### src/rtl/alu_pkg.sv
// Shared ALU definitions: control codes used by the ALU control decoder and
// the execute unit, plus the execute-unit FSM states.
package alu_pkg;

   localparam logic [3:0] ALU_AND     = 4'b0000;
   localparam logic [3:0] ALU_OR      = 4'b0001;
   localparam logic [3:0] ALU_ADD     = 4'b0010;
   localparam logic [3:0] ALU_SLL     = 4'b0011;
   localparam logic [3:0] ALU_SRL     = 4'b0100;
   localparam logic [3:0] ALU_SRA     = 4'b0101;
   localparam logic [3:0] ALU_SUB     = 4'b0110;
   localparam logic [3:0] ALU_ILLEGAL = 4'b1111;

   localparam logic [1:0] SK_SLL = 2'd0;
   localparam logic [1:0] SK_SRL = 2'd1;
   localparam logic [1:0] SK_SRA = 2'd2;

   typedef enum logic [1:0] {
      ST_IDLE  = 2'd0,
      ST_SHIFT = 2'd1,
      ST_DONE  = 2'd2
   } state_t;

   function automatic logic is_shift_op(input logic [3:0] c);
      return (c == ALU_SLL) || (c == ALU_SRL) || (c == ALU_SRA);
   endfunction

   function automatic logic is_legal(input logic [3:0] c);
      return is_shift_op(c) || (c == ALU_ADD) || (c == ALU_SUB) ||
             (c == ALU_AND) || (c == ALU_OR);
   endfunction

   function automatic logic [1:0] shift_kind(input logic [3:0] c);
      case (c)
         ALU_SRL: return SK_SRL;
         ALU_SRA: return SK_SRA;
         default: return SK_SLL;
      endcase
   endfunction

endpackage

### src/rtl/alu_shift_unit.sv
// Iterative one-bit-per-cycle shifter: working register, down counter and fill.
// dout/busy look one step ahead so the owner can capture the final value on the
// same edge the counter reaches zero.
module alu_shift_unit
   import alu_pkg::*;
#(
   parameter int XLEN = 32
) (
   input  logic            clk,
   input  logic            rst_n,
   input  logic            start,
   input  logic [1:0]      kind,
   input  logic [XLEN-1:0] src,
   input  logic [4:0]      shamt,
   output logic            busy,
   output logic [XLEN-1:0] dout
);

   logic [XLEN-1:0] work;
   logic [XLEN-1:0] step;
   logic [4:0]      cnt;
   logic [1:0]      kind_q;

   always_comb begin
      step = work;
      case (kind_q)
         SK_SLL:  step = {work[XLEN-2:0], 1'b0};
         SK_SRL:  step = {1'b0, work[XLEN-1:1]};
         SK_SRA:  step = {work[XLEN-1], work[XLEN-1:1]};
         default: step = work;
      endcase
   end

   always_ff @(posedge clk or negedge rst_n) begin
      if (!rst_n) begin
         work   <= '0;
         cnt    <= '0;
         kind_q <= SK_SLL;
      end else if (start) begin
         work   <= src;
         cnt    <= shamt;
         kind_q <= kind;
      end else if (cnt != 5'd0) begin
         work <= step;
         cnt  <= cnt - 5'd1;
      end
   end

   // busy drops during the last step; dout then already holds the final value
   assign busy = (cnt > 5'd1);
   assign dout = (cnt != 5'd0) ? step : work;

endmodule

### src/rtl/alu_exec.sv
// Execute-stage ALU: single-cycle add/sub/and/or, iterative shifts, and a
// valid/ready handshake on both sides with a held result.
module alu_exec
   import alu_pkg::*;
#(
   parameter int XLEN = 32
) (
   input  logic            clk,
   input  logic            rst_n,
   input  logic            in_valid,
   output logic            in_ready,
   input  logic [3:0]      alu_ctrl,
   input  logic [XLEN-1:0] op_a,
   input  logic [XLEN-1:0] op_b,
   output logic            out_valid,
   input  logic            out_ready,
   output logic [XLEN-1:0] result,
   output logic            zero,
   output logic            illegal
);

   state_t          state, state_nx;
   logic            accept;
   logic            sh_start;
   logic            sh_busy;
   logic [XLEN-1:0] sh_dout;
   logic [XLEN-1:0] alu_res;
   logic [XLEN-1:0] res_q;
   logic            zero_q;
   logic            ill_q;

   assign accept   = in_valid && in_ready;
   assign sh_start = accept && is_shift_op(alu_ctrl) && (op_b[4:0] != 5'd0);

   // shifts by zero pass op_a straight through without entering SHIFT
   always_comb begin
      alu_res = '0;
      case (alu_ctrl)
         ALU_ADD:                   alu_res = op_a + op_b;
         ALU_SUB:                   alu_res = op_a - op_b;
         ALU_AND:                   alu_res = op_a & op_b;
         ALU_OR:                    alu_res = op_a | op_b;
         ALU_SLL, ALU_SRL, ALU_SRA: alu_res = op_a;
         default:                   alu_res = '0;
      endcase
   end

   alu_shift_unit #(.XLEN(XLEN)) u_shift (
      .clk   (clk),
      .rst_n (rst_n),
      .start (sh_start),
      .kind  (shift_kind(alu_ctrl)),
      .src   (op_a),
      .shamt (op_b[4:0]),
      .busy  (sh_busy),
      .dout  (sh_dout)
   );

   always_ff @(posedge clk or negedge rst_n) begin
      if (!rst_n) state <= ST_IDLE;
      else        state <= state_nx;
   end

   always_comb begin
      state_nx = state;
      case (state)
         ST_IDLE:  if (accept) state_nx = sh_start ? ST_SHIFT : ST_DONE;
         ST_SHIFT: if (!sh_busy) state_nx = ST_DONE;
         ST_DONE:  if (out_ready) state_nx = ST_IDLE;
         default:  state_nx = ST_IDLE;
      endcase
   end

   always_comb begin
      in_ready  = (state == ST_IDLE);
      out_valid = (state == ST_DONE);
   end

   always_ff @(posedge clk or negedge rst_n) begin
      if (!rst_n) begin
         res_q  <= '0;
         zero_q <= 1'b0;
         ill_q  <= 1'b0;
      end else if (accept) begin
         res_q  <= alu_res;
         zero_q <= (alu_res == '0);
         ill_q  <= !is_legal(alu_ctrl);
      end else if (state == ST_SHIFT && !sh_busy) begin
         res_q  <= sh_dout;
         zero_q <= (sh_dout == '0);
      end
   end

   assign result  = res_q;
   assign zero    = zero_q;
   assign illegal = ill_q;

endmodule

### config.mk
export PLATFORM = sky130hd
export DESIGN_NAME = alu_exec
export DESIGN_NICKNAME = d
export VERILOG_FILES = /design/src/rtl/alu_pkg.sv /design/src/rtl/alu_shift_unit.sv /design/src/rtl/alu_exec.sv
export SDC_FILE = /design/constraint.sdc
export NUM_CORES = 1
export LEC_CHECK = 0
export CAP_MARGIN = 20
export CORE_ASPECT_RATIO = 0.75
export CORE_UTILIZATION = 57
export CTS_CLUSTER_SIZE = 14
export DETAILED_ROUTE_END_ITERATION = 12
export HOLD_SLACK_MARGIN = 0.12
export PLACE_DENSITY = 0.94
export SLEW_MARGIN = 20
export SYNTH_ARGS = -nofsm -noshare
export SYNTH_HDL_FRONTEND = slang
export SYNTH_SLANG_ARGS = --single-unit
### constraint.sdc
create_clock -name clk -period 2.7 [get_ports clk]
set_clock_uncertainty 0.05 [all_clocks]
set_input_delay 0.54 -clock clk [delete_from_list [all_inputs] [get_ports clk]]
set_output_delay 0.54 -clock clk [all_outputs]
set_load 0.01 [all_outputs]
==> results of run 1 <==
[stage by stage]
| step | TNS, ns | hold WS [ns] | cells |
|---|---|---|---|
| global placement | -53.83 | 0.438 | 1483 |
| floorplan | -25.04 | 0.194 | 1030 |
| detailed placement | -64.98 | 0.452 | 1483 |
| CTS | -30.19 | 0.208 | 1541 |
[synth_stat cells (10+ instances only)]
master and number:
inv_1 25, o22ai_1 77, nor2_1 69, a21oi_1 130
and3_1 14, o31ai_1 10, xor2_1 24, nand2b_1 10
nor2b_1 17, a21o_1 21, nor4_1 12, o21ai_0 47
o211ai_1 11, nand4_1 20, mux2_2 27, xnor2_1 31
ha_1 38, or3_1 10, nand2_1 150, clkbuf_1 73
dfrtp_1 75
[timing repair]
item	in CTS
buffers inserted	54
endpoints found under the hold margin	0
endpoints found under the setup margin	69
resized for setup	239
pin swaps	120
[kinds of logic after synthesis]
logic type / count (synthesis) / synth area share [%]
fa+ha+maj: 39 / 6.47
xor+xnor: 56 / 6.50
buf+inv: 100 / 4.90
mux: 29 / 4.23
simple gates: 346 / 21.6
flops: 75 / 24.5
compound gates: 385 / 31.8
[metal layers]
| metal | GRT overflow | global-route usage [%] |
|---|---|---|
| met3 | 9 | 69.3 |
| met1 | 4 | 84.2 |
| met2 | 57 | 97.2 |
| met4 | 56 | 89.3 |
| met5 | 1 | 45.1 |
==> results.sh, run 1 <==
export IMPL_status="aborted with a tool error"
export IMPL_haltStage="global routing (5_1_grt)"
export IMPL_firstError="[ERROR GRT-0116] Global routing finished with congestion. Check the congestion regions in the DRC Viewer."
export IMPL_placed_area_mm2=0.0108
export IMPL_ys_seq_area_share_pct=24.5
export IMPL_die_h_um=102
export IMPL_synth_ff_latch_count=75
export IMPL_synth_top_area_share_pct=24.5
export IMPL_overflow=127
export IMPL_io_pins=108
export IMPL_synthTopCellsByArea="dfrtp_1 (24%), a21oi_1 (8.5%), nand2_1 (7.3%), o22ai_1 (6.3%), ha_1 (6.2%)"
export IMPL_hpwl_um=27600
export IMPL_cts_buffer_depth=2
export IMPL_port_buffers=107
export IMPL_ys_flop_type="dfrtp_1"
export IMPL_cts_sinks=75
export IMPL_gp_congestion=1.06
export IMPL_grt_pass1_vias=14307
export IMPL_grt_max_degree=49
export IMPL_cts_buffers=9
export IMPL_syn_inst=1030
export IMPL_h_tree_depth=3
export IMPL_track_usage_pct=83.9
export IMPL_start_util_pct=58.7
export IMPL_rows=36
export IMPL_holdBufCountCts=0
export IMPL_syn_nets=1141
export IMPL_netlist_area_mm2=0.00766
export IMPL_cts_root_buffer="clkbuf_16"
export IMPL_syn_avg_cell_area_um2=7.44
export IMPL_pre_cts_slack_ns=-2.44
export IMPL_yosysTopAreaCell="dfrtp_1"
export IMPL_ys_types=70
export IMPL_ys_warn_count=0
export IMPL_synth_edf_count=0
export IMPL_die_w_um=136
export IMPL_grt_first_pass_wirelength_um=87300
export IMPL_async_reset_ff_share_pct=100
==> run 2: changes to the inputs <==
--- a/config.mk
+++ b/config.mk
@@ -6,12 +6,9 @@
 export NUM_CORES = 1
 export LEC_CHECK = 0
 export CAP_MARGIN = 20
-export CORE_ASPECT_RATIO = 0.75
-export CORE_UTILIZATION = 57
-export CTS_CLUSTER_SIZE = 14
+export CORE_UTILIZATION = 40
 export DETAILED_ROUTE_END_ITERATION = 12
-export HOLD_SLACK_MARGIN = 0.12
-export PLACE_DENSITY = 0.94
+export PLACE_DENSITY_LB_ADDON = 0.15
 export SLEW_MARGIN = 20
 export SYNTH_ARGS = -nofsm -noshare
 export SYNTH_HDL_FRONTEND = slang
==> results.sh, run 2 <==
export IMPL_cts_buffers=9
export IMPL_crit_arrival_ns=4.53
export IMPL_violations="setup timing"
export IMPL_hpwl_um=23600
export IMPL_period_share_pct=160
export IMPL_end_kind="register"
export IMPL_ir_drop_mv=0.448
export IMPL_finalHoldViolCount=0
export IMPL_worstPathMaxFanout=4
export IMPL_h_tree_depth=3
export IMPL_comb_power_share_pct=59.6
export IMPL_ys_types=70
export IMPL_die_w_um=140
export IMPL_gp_congestion=0.968
export IMPL_p_switching_mw=3.46
export IMPL_fin_area_mm2=0.0125
export IMPL_antenna_found_initial=0
export IMPL_timing_fmax_ghz=0.231
export IMPL_internal_power_mw=4.73
export IMPL_crit_chain="buf_6, or3_4, nor3_4, or3b_4, or3_4, o31ai_4, xor2_1, ha_1, buf_6, a21oi_4, o21ai_4, nor2_1, a311oi_2, buf_4, xnor2_2, a222oi_1, nand4_1, o32ai_2"
export IMPL_ys_flop_type="dfrtp_1"
export IMPL_pre_cts_slack_ns=-2.28
export IMPL_start_util_pct=40.8
export IMPL_diodes=0
export IMPL_dieArea_mm2=0.0197
export IMPL_seqPwrFrac_pct=24.5
export IMPL_async_reset_ff_share_pct=100
export IMPL_fin_crit_ns=4.33
export IMPL_worst_pin_slew_ns=0.715
export IMPL_max_cap_viol_count=0
export IMPL_synthTopCellsByArea="dfrtp_1 (24%), a21oi_1 (8.5%), nand2_1 (7.3%), o22ai_1 (6.3%), ha_1 (6.2%)"
export IMPL_grt_pass1_vias=9128
export IMPL_syn_to_final_growth_pct=62.7
export IMPL_holdBufCountCts=0
export IMPL_use_met1_pct=46.3
export IMPL_ant_nets=0
export IMPL_drc=0
export IMPL_clkSlewWorstSetupHoldPaths_ns=0.06
export IMPL_worstSkewPairLatency_ns=0.34
export IMPL_cp_start_kind="input pin"
export IMPL_placed_area_mm2=0.0110
export IMPL_port_buffers=107
export IMPL_track_usage_pct=31.5
export IMPL_netlist_area_mm2=0.00766
export IMPL_rsz0062_at_grt="true"
export IMPL_synth_top_cells_by_count="nand2_1 (150), a21oi_1 (130), o22ai_1 (77), dfrtp_1 (75), clkbuf_1 (73)"
export IMPL_wire_per_inst_um=19.8
export IMPL_vias_per_cell=5.95
export IMPL_fin_ws_ns=-1.63
export IMPL_syn_nets=1141
export IMPL_yosysTopAreaCell="dfrtp_1"
export IMPL_drt_pass1_iter_count=5
export IMPL_cts_sinks=75
export IMPL_synth_edf_count=0
export IMPL_status="finished with violations"
export IMPL_coreArea_mm2=0.0188
export IMPL_rows=50
export IMPL_pwr_density_cell_mw_per_mm2=657
export IMPL_drive_gt1_share_pct=38.2
export IMPL_setup_viol=27
export IMPL_slew_headroom_pct=51.9
export IMPL_grt_met3_usage_pct=5.13
export IMPL_die_h_um=140
export IMPL_worst_hold_slack_ns=0.0989
export IMPL_grt_first_pass_wirelength_um=49000
export IMPL_syn_inst=1030
export IMPL_grt_util_met2_pct=46.7
export IMPL_synth_ff_latch_count=75
export IMPL_slowest_stage="or3b_4"
export IMPL_p_clk_share_pct=15.9
export IMPL_cts_root_buffer="clkbuf_16"
export IMPL_ys_seq_area_share_pct=24.5
export IMPL_ys_warn_count=0
export IMPL_synth_most_common_cell="nand2_1"
export IMPL_required_ns=2.90
export IMPL_grt_max_degree=76
export IMPL_io_pins=108
export IMPL_netSwitchingFraction_pct=42.3
export IMPL_most_common_layout_cells="buf_4 (269), nand2_1 (138), a21oi_1 (101)"
export IMPL_routed_wirelength_um=32100
export IMPL_cts_tree="yes"
export IMPL_drv_slew=0
export IMPL_worst_setup_path_type="in -> reg"
export IMPL_final_nets=1489
export IMPL_leakage_nw=5.60
export IMPL_hold_path_class="in -> async"
export IMPL_cts_buffer_depth=2
export IMPL_drt_first_iter_violations=880
export IMPL_vias=9627
export IMPL_critPathMaxStageDelay_ns=0.45
export IMPL_mostFrequentLayoutCell="buf_4"
export IMPL_syn_avg_cell_area_um2=7.44
export IMPL_top_usage_layer="met2"
export IMPL_overflow=0
export IMPL_synth_top_area_share_pct=24.5
export IMPL_p_total_mw=8.19
[run 2: cell counts after synthesis]
Identical to the previous run, type by type.
[run 2: stage by stage]
stage	util [%]	cells	TNS, ns
2_1_floorplan	-	1030	-25.04
3_3_place_gp	58.4	1554	-51.25
6_report	66.4	1617	-26.19
5_1_grt	66.4	1617	-29.50
3_5_place_dp	58.4	1554	-53.06
4_1_cts	64.1	1604	-25.56
[run 2: timing repair]
action,4_1_cts,5_1_grt
endpoints found under the hold margin,0,0
setup endpoints to repair,32,29
gates cloned,1,0
buffers inserted,39,26
gates resized for setup,185,73
pin swaps,97,114
[run 2: logic make-up after synthesis]
| group | count (synthesis) | share of synthesized area [%] |
|---|---|---|
| AOI/OAI and AO/OA | 385 | 31.8 |
| xor gates and xnor gates | 56 | 6.50 |
| adders and majority gates | 39 | 6.47 |
| buffers and inverters | 100 | 4.90 |
| DFF | 75 | 24.5 |
| muxes | 29 | 4.23 |
| and+or+nand+nor | 346 | 21.6 |
[run 2: area by class of cell]
cell class	count	area (um^2)
sequential	75	1880
timing repair buffer	411	3530
inverter	25	96.3
multi-input combinational	856	6360
clock buffer	10	229
tap	234	293
clock inverter	6	90.1
fill	1502	6300
[run 2: power groups by stage]
stage / Combinational, mW / Sequential (mW) / Clock, mW
final: 4.88 / 2.01 / 1.30
after global routing: 5.31 / 2.05 / 1.35
after CTS: 4.62 / 1.99 / 1.31
after detailed placement: 4.37 / 2.00 / 0
after global placement: 4.29 / 2.00 / 0
after floorplan: 2.67 / 1.94 / 0
[run 2: metal layers]
layer	routed length [um]	vias to the layer above
met5	0	-
met4	786	0
met3	2740	54
met2	14000	475
met1	14500	4571
li1	-	4527
[run 2: path summary, 6_finish.rpt]
kind                                                       to                       start  cells after the start  slack [ns]
min in group clk                        result[7]$_DFFE_PN0P_       result[7]$_DFFE_PN0P_                      2        0.46
worst max register to register               zero$_DFFE_PN0P_  u_shift.cnt[1]$_DFFE_PN0P_                     11       -0.01
worst min-delay path                    result[2]$_DFFE_PN0P_                       rst_n                      1         0.1
worst min register to register          result[7]$_DFFE_PN0P_       result[7]$_DFFE_PN0P_                      2        0.46
worst max-delay path                         zero$_DFFE_PN0P_                     op_b[7]                     18       -1.63
max in group asynchronous       u_shift.kind_q[0]$_DFFE_PN0P_                       rst_n                      2        1.90
[run 2: critical path, delay by kind of cell]
| family | cells | cell delay [ns] |
|---|---|---|
| adder cells (fa/ha/maj) | 1 | 0.31 |
| AO/OA/AOI/OAI | 6 | 1.24 |
| AND/OR/NAND/NOR | 6 | 1.69 |
| XOR/XNOR | 2 | 0.32 |
| buffers and inverters | 3 | 0.42 |
No activity file was read; power rests on OpenSTA's default activity.
==> run 3: changes to the inputs <==
--- a/config.mk
+++ b/config.mk
@@ -6,10 +6,10 @@
 export NUM_CORES = 1
 export LEC_CHECK = 0
 export CAP_MARGIN = 20
-export CORE_UTILIZATION = 40
+export CORE_UTILIZATION = 46
 export DETAILED_ROUTE_END_ITERATION = 12
 export PLACE_DENSITY_LB_ADDON = 0.15
-export SLEW_MARGIN = 20
+export SLEW_MARGIN = 10
 export SYNTH_ARGS = -nofsm -noshare
 export SYNTH_HDL_FRONTEND = slang
 export SYNTH_SLANG_ARGS = --single-unit
==> results.sh, run 3 (same netlist as run 2, synthesis figures left out) <==
export IMPL_status="finished with violations"
export IMPL_violations="setup timing"
export IMPL_vias=9971
export IMPL_p_total_mw=8.45
export IMPL_overflow=0
export IMPL_clkSlewWorstSetupHoldPaths_ns=0.06
export IMPL_drive_gt1_share_pct=40.3
export IMPL_grt_max_degree=76
export IMPL_rows=46
export IMPL_cts_buffers=9
export IMPL_max_cap_viol_count=0
export IMPL_finalNonFillerCells=1619
export IMPL_comb_power_share_pct=62.0
export IMPL_gp_congestion=0.931
export IMPL_pre_cts_slack_ns=-2.25
export IMPL_r2r_setup_slack_ns=-0.37
export IMPL_cts_root_buffer="clkbuf_16"
export IMPL_worst_pin_slew_ns=0.951
export IMPL_fin_crit_ns=4.40
export IMPL_fin_ws_ns=-1.70
export IMPL_slew_headroom_pct=36.6
export IMPL_die_w_um=131
export IMPL_setup_viol=28
export IMPL_pwr_density_cell_mw_per_mm2=669
export IMPL_worstPathBufferInverterCount=4
export IMPL_crit_top_cell="buf_6"
export IMPL_ir_drop_mv=0.576
export IMPL_most_common_layout_cells="buf_4 (290), nand2_1 (138), a21oi_1 (98)"
export IMPL_cts_buffer_depth=2
export IMPL_coreArea_mm2=0.0161
export IMPL_finalHoldViolCount=0
export IMPL_port_buffers=107
export IMPL_drt_pass1_iter_count=6
export IMPL_required_ns=2.89
export IMPL_wire_per_inst_um=20.2
export IMPL_cp_top_family="compound AO/OA/AOI/OAI gates"
export IMPL_end_kind="register"
export IMPL_worstSkewPairLatency_ns=0.34
export IMPL_critPathMaxStageDelay_ns=0.44
export IMPL_slowest_stage="or3b_4"
export IMPL_p_clk_share_pct=14.4
export IMPL_leakage_nw=5.72
export IMPL_worst_hold_slack_ns=0.289
export IMPL_worstPathMaxFanout=3
export IMPL_dieArea_mm2=0.0172
export IMPL_track_usage_pct=36.4
export IMPL_crit_arrival_ns=4.59
export IMPL_period_share_pct=163
export IMPL_syn_to_final_growth_pct=64.9
export IMPL_nFillCells=1062
export IMPL_hold_path_class="in -> async"
export IMPL_seqPwrFrac_pct=23.6
export IMPL_h_tree_depth=3
export IMPL_ant_nets=0
export IMPL_diodes=0
export IMPL_vias_per_cell=6.16
export IMPL_grt_pass1_vias=8861
export IMPL_timing_fmax_ghz=0.227
export IMPL_netSwitchingFraction_pct=42.1
export IMPL_grt_first_pass_wirelength_um=47600
export IMPL_io_pins=108
export IMPL_dp_cells=1560
export IMPL_drt_first_iter_violations=1088
export IMPL_drc=0
export IMPL_setup_tns_ns=-25.46
export IMPL_final_nets=1509
export IMPL_crit_chain="buf_6, or3_4, nor3_4, or3b_4, buf_6, buf_6, nor4_4, a21oi_2, xnor2_1, ha_1, inv_2, o21bai_4, a21oi_2, o21ai_1, a21o_1, a221oi_2, xnor2_1, a222oi_1, nand4_1, o32ai_2"
export IMPL_internal_power_mw=4.90
export IMPL_hpwl_um=23000
export IMPL_antenna_found_initial=0
export IMPL_cts_sinks=75
export IMPL_cts_tree="yes"
export IMPL_cp_start_kind="input pin"
export IMPL_routed_wirelength_um=32700
export IMPL_p_switching_mw=3.56
export IMPL_worst_setup_path_type="in -> reg"
export IMPL_die_h_um=131
export IMPL_drv_slew=0
export IMPL_rsz0062_at_grt="true"
export IMPL_mostFrequentLayoutCell="buf_4"
export IMPL_start_util_pct=47.7
==> run 3: cell types whose count changed in the layout (fill, tap and decap cells not counted), sizes merged, moves of 2 or more <==
cell	before	now
clkinvlp	1	4
buf	316	334
clkdlybuf4s15	0	2
clkbuf	11	14
dlygate4sd2	5	1
clkinv	3	1
==> run 3: metal layers <==
layer  up-vias  global-route usage, %  share of wire (%)
li1       4586                      -                  -
met1      4744                   53.8                 42
met2       560                   54.6                 44
met3        81                   5.88                 10
met4         0                   9.26                2.7
met5         -                      0                  0
==> run 3: path summary, 6_finish.rpt <==
path	start	endpoint	cells past startpoint
min	rst_n	result[0]$_DFFE_PN0P_	1
max in group asynchronous	rst_n	u_shift.work[24]$_DFF_PN0_	1
min reg2reg	result[7]$_DFFE_PN0P_	result[7]$_DFFE_PN0P_	2
max reg2reg	u_shift.cnt[3]$_DFFE_PN0P_	zero$_DFFE_PN0P_	11
max	op_b[7]	zero$_DFFE_PN0P_	20
min in group clk	result[7]$_DFFE_PN0P_	result[7]$_DFFE_PN0P_	2
==> run 3: cell type report <==
| cell class | count | area (um^2) | area share [%] |
|---|---|---|---|
| Clock buffer | 10 | 239 | 1.89 |
| Sequential cell | 75 | 1880 | 14.9 |
| Tap cell | 216 | 270 | 2.14 |
| Timing Repair Buffer | 431 | 3650 | 28.9 |
| Clock inverter | 6 | 65.1 | 0.515 |
| Inverter | 25 | 98.8 | 0.782 |
| Multi-Input combinational cell | 856 | 6440 | 51.0 |
==> run 3: metrics by stage <==
stage	cell area (um^2)	util, %
after global routing	12600	78.7
after detailed placement	11100	69.3
after global placement	11100	69.3
final	12600	78.7
after CTS	12000	75.0
after floorplan	7990	-
==> run 3: worst reg2reg max path, delay by kind of cell (launching register included) <==
| family | cells | cell delay (ns) |
|---|---|---|
| compound gates | 3 | 0.70 |
| buf+inv | 1 | 0.21 |
| flops | 1 | 0.40 |
| simple gates | 7 | 1.61 |
==> run 3: repair_timing <==
action	CTS	global route
pin swaps	80	113
buffers inserted	43	24
hold buffers	0	0
gates resized for setup	148	126
setup endpoints to repair	32	29
cloned	1	0
==> run 3: power groups by stage <==
| stage | Combinational [mW] | Clock, mW | Sequential, mW |
|---|---|---|---|
| detailed placement | 4.65 | 0 | 1.98 |
| finish | 5.24 | 1.22 | 1.99 |
| floorplan | 2.67 | 0 | 1.94 |
| global route | 5.66 | 1.27 | 2.04 |
| CTS | 4.88 | 1.23 | 1.97 |
| global placement | 4.56 | 0 | 1.97 |
